[config.mk]
export PLATFORM = sky130hd
export DESIGN_NAME = spi_cmd_decoder_flat
export DESIGN_NICKNAME = d
export VERILOG_FILES = /design/src/rtl/spi_cmd_decoder_if.sv /design/src/rtl/spi_cmd_decoder.sv /design/src/flat_wrapper.sv
export SDC_FILE = /design/constraint.sdc
export NUM_CORES = 1
export LEC_CHECK = 0
export BUFFER_PORTS_ARGS = -buffer_cell sky130_fd_sc_hd__buf_4
export CORE_MARGIN = 5
export CORE_UTILIZATION = 40
export CTS_CLUSTER_SIZE = 25
export DETAILED_ROUTE_END_ITERATION = 7
export GPL_ROUTABILITY_DRIVEN = 1
export PLACE_DENSITY_LB_ADDON = 0.1
export REMOVE_ABC_BUFFERS = 1
export SLEW_MARGIN = 20
export SYNTH_ARGS = -nofsm -noshare
export SYNTH_HDL_FRONTEND = slang
export SYNTH_SLANG_ARGS = --single-unit
[constraint.sdc]
create_clock -name clk -period 1.8 [get_ports clk]
set_clock_uncertainty 0.05 [all_clocks]
set_input_delay 0.09 -clock clk [delete_from_list [all_inputs] [get_ports clk]]
set_output_delay 0.09 -clock clk [all_outputs]
set_load 0.02 [all_outputs]
[src/rtl/spi_cmd_decoder_if.sv]
// Cartridge-side memory request bus between spi_cmd_decoder (master) and memory (slave).
// One single-byte request at a time, held until a one-cycle mem_ack.
interface spi_cmd_decoder_if #(
    parameter int ADDR_W = 24
) ();
    logic [ADDR_W-1:0] mem_addr;
    logic [7:0]        mem_wdata;
    logic              mem_we;
    logic              mem_re;
    logic [7:0]        mem_rdata;
    logic              mem_ack;

    modport master (
        output mem_addr, mem_wdata, mem_we, mem_re,
        input  mem_rdata, mem_ack
    );

    modport slave (
        input  mem_addr, mem_wdata, mem_we, mem_re,
        output mem_rdata, mem_ack
    );
endinterface

[src/rtl/spi_cmd_decoder.sv]
// SPI command decoder: parses opcode + 24-bit address + data frames into memory requests.
// Define SPI_CMD_AUTOINC_EN for burst address increment; otherwise the address is fixed per frame.
module spi_cmd_decoder #(
    parameter int         ADDR_W    = 24,
    parameter logic [7:0] IDLE_BYTE = 8'hFF
) (
    input  logic              clk,
    input  logic              rst,
    input  logic              spi_cs_n,
    input  logic              spi_busy,
    input  logic [7:0]        spi_in_byte,
    output logic [7:0]        spi_out_byte,
    spi_cmd_decoder_if.master mem
);
    localparam logic [7:0] OP_WRITE  = 8'h02;
    localparam logic [7:0] OP_READ   = 8'h03;
    localparam logic [7:0] OP_STATUS = 8'h05;
`ifdef SPI_CMD_AUTOINC_EN
    localparam logic [ADDR_W-1:0] ADDR_STEP = ADDR_W'(1);
`else
    localparam logic [ADDR_W-1:0] ADDR_STEP = '0;
`endif

    typedef enum logic [3:0] {
        ST_IDLE, ST_CMD, ST_A2, ST_A1, ST_A0, ST_RD, ST_WR, ST_STAT, ST_DROP
    } state_t;

    state_t            state_q, state_d;
    logic              busy_q, busy_d;
    logic [ADDR_W-1:0] addr_q, addr_d;
    logic [ADDR_W-1:0] req_addr_q, req_addr_d;
    logic [7:0]        wdata_q, wdata_d;
    logic              we_q, we_d;
    logic              re_q, re_d;
    logic [7:0]        out_q, out_d;
    logic              ovr_q, ovr_d;
    logic [7:0]        pf_q, pf_d;
    logic              pf_valid_q, pf_valid_d;
    logic              is_wr_q, is_wr_d;
    logic              byte_done;

    assign byte_done = busy_q & ~spi_busy;

    always_ff @(posedge clk) begin
        if (rst) begin
            state_q <= ST_IDLE;
        end else begin
            state_q <= state_d;
        end
    end

    always_comb begin
        state_d = state_q;
        if (spi_cs_n) begin
            state_d = ST_IDLE;
        end else begin
            case (state_q)
                ST_IDLE: state_d = ST_CMD;
                ST_CMD: begin
                    if (byte_done) begin
                        case (spi_in_byte)
                            OP_READ, OP_WRITE: state_d = ST_A2;
                            OP_STATUS:         state_d = ST_STAT;
                            default:           state_d = ST_DROP;
                        endcase
                    end
                end
                ST_A2: if (byte_done) state_d = ST_A1;
                ST_A1: if (byte_done) state_d = ST_A0;
                ST_A0: if (byte_done) state_d = is_wr_q ? ST_WR : ST_RD;
                default: state_d = state_q;
            endcase
        end
    end

    always_comb begin
        busy_d     = spi_busy;
        addr_d     = addr_q;
        req_addr_d = req_addr_q;
        wdata_d    = wdata_q;
        we_d       = we_q;
        re_d       = re_q;
        out_d      = out_q;
        ovr_d      = ovr_q;
        pf_d       = pf_q;
        pf_valid_d = pf_valid_q;
        is_wr_d    = is_wr_q;

        // The acknowledge is retired before this cycle's byte is looked at, so a
        // same-cycle ack feeds the prefetch and frees the bus for the next request.
        if (mem.mem_ack) begin
            if (we_q) addr_d = addr_q + ADDR_STEP;
            if (re_q && state_q == ST_RD) begin
                pf_d       = mem.mem_rdata;
                pf_valid_d = 1'b1;
            end
            we_d = 1'b0;
            re_d = 1'b0;
        end

        if (spi_cs_n) begin
            out_d      = IDLE_BYTE;
            pf_valid_d = 1'b0;
        end else if (byte_done) begin
            case (state_q)
                ST_CMD: begin
                    is_wr_d = (spi_in_byte == OP_WRITE);
                    if (spi_in_byte == OP_STATUS) out_d = {6'b0, ovr_q, we_d | re_d};
                end
                ST_A2, ST_A1: addr_d = {addr_q[ADDR_W-9:0], spi_in_byte};
                ST_A0: begin
                    addr_d = {addr_q[ADDR_W-9:0], spi_in_byte};
                    if (!is_wr_q) begin
                        // A request left over from an aborted frame still owns the bus.
                        if (we_d | re_d) begin
                            ovr_d = 1'b1;
                        end else begin
                            re_d       = 1'b1;
                            req_addr_d = addr_d;
                            pf_valid_d = 1'b0;
                        end
                    end
                end
                ST_RD: begin
                    if (pf_valid_d) begin
                        out_d      = pf_d;
                        pf_valid_d = 1'b0;
                        addr_d     = addr_q + ADDR_STEP;
                        req_addr_d = addr_d;
                        re_d       = 1'b1;
                    end else begin
                        out_d = IDLE_BYTE;
                        ovr_d = 1'b1;
                    end
                end
                ST_WR: begin
                    if (we_d | re_d) begin
                        ovr_d = 1'b1;
                    end else begin
                        we_d       = 1'b1;
                        wdata_d    = spi_in_byte;
                        req_addr_d = addr_d;
                    end
                end
                ST_STAT: begin
                    ovr_d = 1'b0;
                    out_d = IDLE_BYTE;
                end
                default: ;
            endcase
        end
    end

    always_ff @(posedge clk) begin
        if (rst) begin
            busy_q     <= 1'b0;
            addr_q     <= '0;
            req_addr_q <= '0;
            wdata_q    <= 8'h00;
            we_q       <= 1'b0;
            re_q       <= 1'b0;
            out_q      <= IDLE_BYTE;
            ovr_q      <= 1'b0;
            pf_q       <= 8'h00;
            pf_valid_q <= 1'b0;
            is_wr_q    <= 1'b0;
        end else begin
            busy_q     <= busy_d;
            addr_q     <= addr_d;
            req_addr_q <= req_addr_d;
            wdata_q    <= wdata_d;
            we_q       <= we_d;
            re_q       <= re_d;
            out_q      <= out_d;
            ovr_q      <= ovr_d;
            pf_q       <= pf_d;
            pf_valid_q <= pf_valid_d;
            is_wr_q    <= is_wr_d;
        end
    end

    assign spi_out_byte  = out_q;
    assign mem.mem_addr  = req_addr_q;
    assign mem.mem_wdata = wdata_q;
    assign mem.mem_we    = we_q;
    assign mem.mem_re    = re_q;
endmodule

[src/flat_wrapper.sv]
// flat-port wrapper written by rule: the top's interface ports become plain ports
module spi_cmd_decoder_flat 
#(
    parameter int         ADDR_W    = 24,
    parameter logic [7:0] IDLE_BYTE = 8'hFF
)
  (clk, rst, spi_cs_n, spi_busy, spi_in_byte, spi_out_byte, mem_mem_addr, mem_mem_wdata, mem_mem_we, mem_mem_re, mem_mem_rdata, mem_mem_ack);
  spi_cmd_decoder_if #(.ADDR_W(ADDR_W)) mem_i ();
  input  logic clk;
  input  logic rst;
  input  logic spi_cs_n;
  input  logic spi_busy;
  input  logic [7:0] spi_in_byte;
  output logic [7:0] spi_out_byte;
  output wire logic [$bits(mem_i.mem_addr)-1:0] mem_mem_addr;
  output wire logic [$bits(mem_i.mem_wdata)-1:0] mem_mem_wdata;
  output wire logic [$bits(mem_i.mem_we)-1:0] mem_mem_we;
  output wire logic [$bits(mem_i.mem_re)-1:0] mem_mem_re;
  input wire logic [$bits(mem_i.mem_rdata)-1:0] mem_mem_rdata;
  input wire logic [$bits(mem_i.mem_ack)-1:0] mem_mem_ack;
  assign mem_mem_addr = mem_i.mem_addr;
  assign mem_mem_wdata = mem_i.mem_wdata;
  assign mem_mem_we = mem_i.mem_we;
  assign mem_mem_re = mem_i.mem_re;
  assign mem_i.mem_rdata = mem_mem_rdata;
  assign mem_i.mem_ack = mem_mem_ack;
  spi_cmd_decoder #(.ADDR_W(ADDR_W), .IDLE_BYTE(IDLE_BYTE)) u_core (.clk(clk), .rst(rst), .spi_cs_n(spi_cs_n), .spi_busy(spi_busy), .spi_in_byte(spi_in_byte), .spi_out_byte(spi_out_byte), .mem(mem_i));
endmodule
==> flow_metrics.env, run 1 <==
export IMPL_status="finished with violations"
export IMPL_failed_checks="setup timing"
export IMPL_hold_class="input port to flip-flop"
export IMPL_yosysWarningCount=0
export IMPL_critPathMaxStageDelay_ns=0.54
export IMPL_firstDrtPassIters=4
export IMPL_hpwl_um=5547
export IMPL_area_delta_synth_final_pct=40.67
export IMPL_vias=2964
export IMPL_switching_power_mw=0.7646
export IMPL_combinationalPowerShare_pct=7.3
export IMPL_tritoncts_num_buffers=9
export IMPL_critPathMaxFanout=6
export IMPL_slew_viol_final=0
export IMPL_grt_start_max_net_pins=51
export IMPL_synth_async_reset_ratio_pct=0
export IMPL_cts_tree="built"
export IMPL_initial_core_util_pct=40.49
export IMPL_cts_max_level=3
export IMPL_p_seq_share_pct=56.6
export IMPL_synth_area_leader_cell="dfxtp_1"
export IMPL_final_area_sq_um=4895
export IMPL_grt_ovfl_total=0
export IMPL_critPathLaunchType="flip-flop"
export IMPL_synth_edff_count=0
export IMPL_grt_pass1_vias=2817
export IMPL_placed_area_sq_um=4258
export IMPL_power_density_nw_per_um2=660.0
export IMPL_p_int_mw=2.466
export IMPL_drive_gt1_share_pct=32.20
export IMPL_track_usage_pct=16.39
export IMPL_leakage_nw=2.060
export IMPL_synth_cells=362
export IMPL_fin_crit_ns=1.823
export IMPL_path_cells="or4b_4, nor4_4, o21ai_2, buf_4, nand2_1, o211ai_1"
export IMPL_pin_count=63
export IMPL_synth_seq_cells=82
export IMPL_crit_slowest_cell="or4b_4"
export IMPL_yosysSeqAreaShare_pct=47.18
export IMPL_max_slew_margin_pct=63.40
export IMPL_rows=34
export IMPL_drv_cap=0
export IMPL_drtIter0Drc=102
export IMPL_drt_vias_per_instance=5.137
export IMPL_crit_required_ns=1.97
export IMPL_final_net_count=487
export IMPL_clkSinkCount=82
export IMPL_cts_root_buf="clkbuf_8"
export IMPL_power_clock_fraction_pct=36.1
export IMPL_rsz0062_at_grt="true"
export IMPL_grt_pass1_wl_um=13670
export IMPL_coreArea_sq_um=8593
export IMPL_syn_area_sq_um=3480
export IMPL_die_y_um=103.3
export IMPL_diodes=0
export IMPL_die_x_um=103.3
export IMPL_antenna_found_initial=0
export IMPL_worst_slack_ns=-0.02328
export IMPL_critical_path_class="flip-flop to flip-flop"
export IMPL_sw_frac_of_total_pct=23.67
export IMPL_clk_latency_ns=0.35
export IMPL_ys_flop_type="dfxtp_1"
export IMPL_setup_viol=22
export IMPL_drtAntennaViolNets=0
export IMPL_wl_um=8657
export IMPL_cp_data_arrival_time_ns=1.99
export IMPL_syn_area_per_cell_sq_um=9.612
export IMPL_layout_common_cells="buf_4, dfxtp_1, nor2_1, mux2i_1, a211oi_1"
export IMPL_r2r_slack_ns=-0.02
export IMPL_netlist_area_leader_share_pct=47.18
export IMPL_fin_crit_sh_pct=101.3
export IMPL_routedWlPerCell_um=15.00
export IMPL_synth_cell_types=42
export IMPL_finalHoldViolCount=0
export IMPL_final_common_cell="buf_4"
export IMPL_fmax_mhz=548.5
export IMPL_drc=0
export IMPL_synthTopCellsByArea="dfxtp_1, mux2i_1, nor2_1"
export IMPL_post_place_ws_ns=-0.1251
export IMPL_tightest_slew_ns=0.5490
export IMPL_dieArea_sq_um=10660
export IMPL_numPortBuffers=62
export IMPL_clk_pin_slew_ns=0.08
export IMPL_place_gp_congestion=0.8091
export IMPL_end_kind="flip-flop"
export IMPL_irDropWorstVdd_mv=0.3465
export IMPL_cts_path_max_buffers=2
-- power groups by stage --
stage                     clock [mW]  combinational (mW)  sequential (mW)
final                           1.17               0.236             1.83
after floorplan                    0              0.0649             1.87
after global placement             0               0.179             1.87
after CTS                       1.20               0.212             1.83
after detailed placement           0               0.180             1.87
after global routing            1.28               0.255             1.83
-- metal layers --
metal / vias up / wire length, um / GRT usage [%]
met1: 1406 / 4246 / 22.35
met2: 60 / 3935 / 25.36
met3: 10 / 363 / 3.219
li1: 1488 / - / -
met5: - / 0 / 0
met4: 0 / 112 / 6.873
-- what timing repair did --
action / CTS / global route
hold buffers: 14 / 0
hold endpoints to repair: 20 / 0
pin swaps: 4 / 4
setup buffers: 1 / 4
setup endpoints to repair: 61 / 68
cloned: 2 / 3
resized for setup: 20 / 27
-- kinds of logic (layout without fill, tap and decap cells) --
logic type | Yosys count | after routing | synth area share [%]
fa+ha+maj | 1 | 1 | 0.2877
simple gates | 126 | 126 | 17.94
flops | 82 | 82 | 47.18
compound gates | 63 | 63 | 12.51
buf+inv | 25 | 132 | 3.416
xor+xnor | 1 | 1 | 0.2518
mux | 64 | 64 | 18.41
-- final timing paths --
check,start,endpoint,depth (start not counted)
min reg2reg,u_core.spi_out_byte[7],u_core.spi_out_byte[7],1
max reg2reg,u_core.state_q[1],u_core.spi_out_byte[5],6
min,rst,u_core.pf_q[7],2
max,u_core.state_q[1],u_core.spi_out_byte[5],6
-- registers in the layout, summed over array words and instances, names as in the netlist --
register,cells
u_core.addr_q,24
u_core.mem.mem_addr,24
u_core.mem.mem_wdata,8
u_core.pf_q,8
u_core.spi_out_byte,8
u_core.state_q,4
u_core.busy_q,1
u_core.is_wr_q,1
u_core.mem.mem_re,1
u_core.mem.mem_we,1
u_core.ovr_q,1
u_core.pf_valid_q,1
-- synth_stat cells, drive strengths merged (2+ instances only) --
| master | instances |
|---|---|
| a21oi | 10 |
| and3 | 2 |
| inv | 2 |
| nor4 | 2 |
| a2111oi | 2 |
| and3b | 3 |
| mux2i | 64 |
| o21ai | 10 |
| nor4b | 2 |
| nand2 | 12 |
| a211oi | 27 |
| o211ai | 7 |
| nand2b | 5 |
| o21a | 2 |
| nor3 | 5 |
| nor2b | 6 |
| clkbuf | 8 |
| dfxtp | 82 |
| or2 | 4 |
| or4 | 2 |
| nor2 | 76 |
| buf | 15 |
-- critical path, delay by kind of cell, from the launching register on --
family,cells,cell delay [ns]
AO/OA/AOI/OAI,2,0.20
buffers and inverters,1,0.17
flip-flops,1,0.37
AND/OR/NAND/NOR,3,0.90
-- metrics by stage --
stage | hold slack, ns | std cells | utilization (%) | total power [mW] | setup TNS [ns]
after global routing | 0.03896 | 577 | 56.96 | 3.362 | -2.901
after global placement | 0.2815 | 539 | 49.55 | 2.049 | -1.766
after floorplan | 0.1091 | 339 | - | 1.937 | -24.03
after CTS | 0.01427 | 570 | 54.64 | 3.245 | -0.1994
final | 0.03808 | 577 | 56.96 | 3.230 | -0.2331
after detailed placement | 0.2879 | 539 | 49.55 | 2.050 | -2.955
-- cell type report --
class	instances	area [sq um]
Tap cell	108	135.1
Timing Repair Buffer	116	1077
Clock inverter	2	13.76
Inverter	2	7.507
Fill cell	805	3699
Clock buffer	12	145.1
Multi-Input combinational cell	255	1862
Sequential cell	82	1654
Power figures use the tool's default switching activity.
==> run 2: changes to the inputs <==
Settings changed: SETUP_SLACK_MARGIN from default to 0.05.
==> run 2 against run 1 <==
  * Critical path depth stayed put
  * Hold slack better by 0.0015 ns
  * Register-to-register slack worse by 0.03 ns
  * Combinational power is 2% lower
  * Clock power hardly changed
  * Highest routed layer unchanged
  * Maximum frequency is 1.7% lower
  * Worst setup slack worse by 0.031 ns
  * Final area is 1.1% lower
  * Critical endpoint is now u_core.spi_out_byte[4]
  * Sequential cell count stayed put
  * Clock-buffer cell count stayed put
  * The flow still finishes with violations (setup timing)
  * Non-clock buffer count is 5 lower
==> flow_metrics.env, run 2 (synthesis results as in run 1) <==
export IMPL_slew_viol_final=0
export IMPL_placed_area_sq_um=4258
export IMPL_p_int_mw=2.461
export IMPL_finalHoldViolCount=0
export IMPL_dieArea_sq_um=10660
export IMPL_clk_pin_slew_ns=0.08
export IMPL_initial_core_util_pct=40.49
export IMPL_clk_latency_ns=0.35
export IMPL_final_net_count=482
export IMPL_status="finished with violations"
export IMPL_cts_tree="built"
export IMPL_numPortBuffers=62
export IMPL_final_area_sq_um=4840
export IMPL_tritoncts_num_buffers=9
export IMPL_antenna_found_initial=0
export IMPL_die_x_um=103.3
export IMPL_fin_crit_sh_pct=103.0
export IMPL_routedWlPerCell_um=14.94
export IMPL_cts_root_buf="clkbuf_8"
export IMPL_reg2reg_depth=6
export IMPL_grt_start_max_net_pins=51
export IMPL_worst_slack_ns=-0.05412
export IMPL_critPathLaunchType="flip-flop"
export IMPL_power_density_nw_per_um2=665.8
export IMPL_endpoint="u_core.spi_out_byte[4]"
export IMPL_post_route_util_pct=56.32
export IMPL_min_from="spi_in_byte[5]"
export IMPL_nFillCells=819
export IMPL_drive_gt1_share_pct=32.33
export IMPL_drt_vias_per_instance=5.147
export IMPL_fin_crit_ns=1.854
export IMPL_setup_viol=24
export IMPL_drc=0
export IMPL_tightest_slew_ns=0.5578
export IMPL_firstDrtPassIters=4
export IMPL_cts_max_level=3
export IMPL_vias=2944
export IMPL_place_gp_congestion=0.8091
export IMPL_power_clock_fraction_pct=36.1
export IMPL_end_kind="flip-flop"
export IMPL_area_delta_synth_final_pct=39.09
export IMPL_switching_power_mw=0.7610
export IMPL_wl_um=8544
export IMPL_max_slew_margin_pct=62.81
export IMPL_r2r_slack_ns=-0.05
export IMPL_layout_common_cells="buf_4, dfxtp_1, nor2_1, mux2i_1, a211oi_1"
export IMPL_drv_cap=0
export IMPL_drtIter0Drc=87
export IMPL_r2r_start="u_core.state_q[3]"
export IMPL_combinationalPowerShare_pct=7.2
export IMPL_drtAntennaViolNets=0
export IMPL_cts_path_max_buffers=2
export IMPL_cp_data_arrival_time_ns=2.02
export IMPL_rows=34
export IMPL_crit_required_ns=1.96
export IMPL_critPathMaxFanout=5
export IMPL_die_y_um=103.3
export IMPL_tns_ns=-0.3586
export IMPL_failed_checks="setup timing"
export IMPL_reg2reg_to="u_core.spi_out_byte[4]"
export IMPL_fmax_mhz=539.3
export IMPL_diodes=0
export IMPL_final_common_cell="buf_4"
export IMPL_coreArea_sq_um=8593
export IMPL_regArea_sq_um=1654
export IMPL_hold_class="input port to flip-flop"
export IMPL_post_place_ws_ns=-0.1251
export IMPL_rsz0062_at_grt="true"
export IMPL_pin_count=63
export IMPL_multi_input_area_sq_um=1893
export IMPL_leakage_nw=2.017
export IMPL_startpoint="u_core.state_q[3]"
export IMPL_grt_pass1_vias=2833
export IMPL_grt_pass1_wl_um=13780
export IMPL_sw_frac_of_total_pct=23.62
export IMPL_hpwl_um=5547
export IMPL_clkSinkCount=82
export IMPL_whs_ns=0.03956
export IMPL_critical_path_class="flip-flop to flip-flop"
export IMPL_grt_ovfl_total=0
export IMPL_p_seq_share_pct=56.7
export IMPL_irDropWorstVdd_mv=0.3452
export IMPL_track_usage_pct=16.52
run 2: cell count changes in the layout (fill, tap and decap cells not counted), sizes merged:
| cell | change |
|---|---|
| buf | -3 |
| clkbuf | -2 |
run 2: worst min-delay path by stage:
stage	endpoint	cells past startpoint
finish	u_core.addr_q[5]	4
detailed placement	u_core.busy_q	2
global placement	u_core.busy_q	2
floorplan	u_core.mem.mem_re	1
global route	u_core.pf_q[1]	2
CTS	u_core.addr_q[5]	4
run 2: final cells by class:
class,count,share of cell area (%)
Clock inverter,2,0.2844
Multi-Input combinational cell,255,39.12
Clock buffer,12,2.999
Timing Repair Buffer,111,20.48
Inverter,2,0.1551
Sequential cell,82,34.18
Tap cell,108,2.792
run 2: power groups by stage:
stage	Clock [mW]	Combinational, mW	Sequential [mW]
after floorplan	0	0.0649	1.87
after global placement	0	0.179	1.87
after detailed placement	0	0.180	1.87
after CTS	1.20	0.216	1.83
after global routing	1.28	0.252	1.83
final	1.16	0.232	1.83
run 2: metrics by stage:
stage / instances / power [mW]
floorplan: 339 / 1.937
global placement: 539 / 2.049
detailed placement: 539 / 2.050
CTS: 571 / 3.247
global route: 572 / 3.358
finish: 572 / 3.222
run 2: critical path, stage by stage (launching register included):
cell	delay (ns)
dfxtp_2	0.35
or4b_4	0.56
nor4_4	0.31
o21ai_2	0.12
buf_4	0.17
nand2_1	0.06
o211ai_1	0.10
run 2: timing repair:
action,in CTS,in global routing
resized for setup,26,25
hold buffers,14,0
setup buffers,1,1
endpoints found under the setup margin,66,75
cloned,3,0
hold endpoints to repair,20,0
pin swaps,8,6
run 2: layer usage:
layer	global-route usage, %	vias to the layer above	wire length, um	part of all wire (%)
met5	0	-	0	0
met3	3.219	10	293	3.4
met4	6.873	0	109	1.3
met2	25.56	41	3899	46
met1	22.55	1418	4242	50
li1	-	1475	-	-
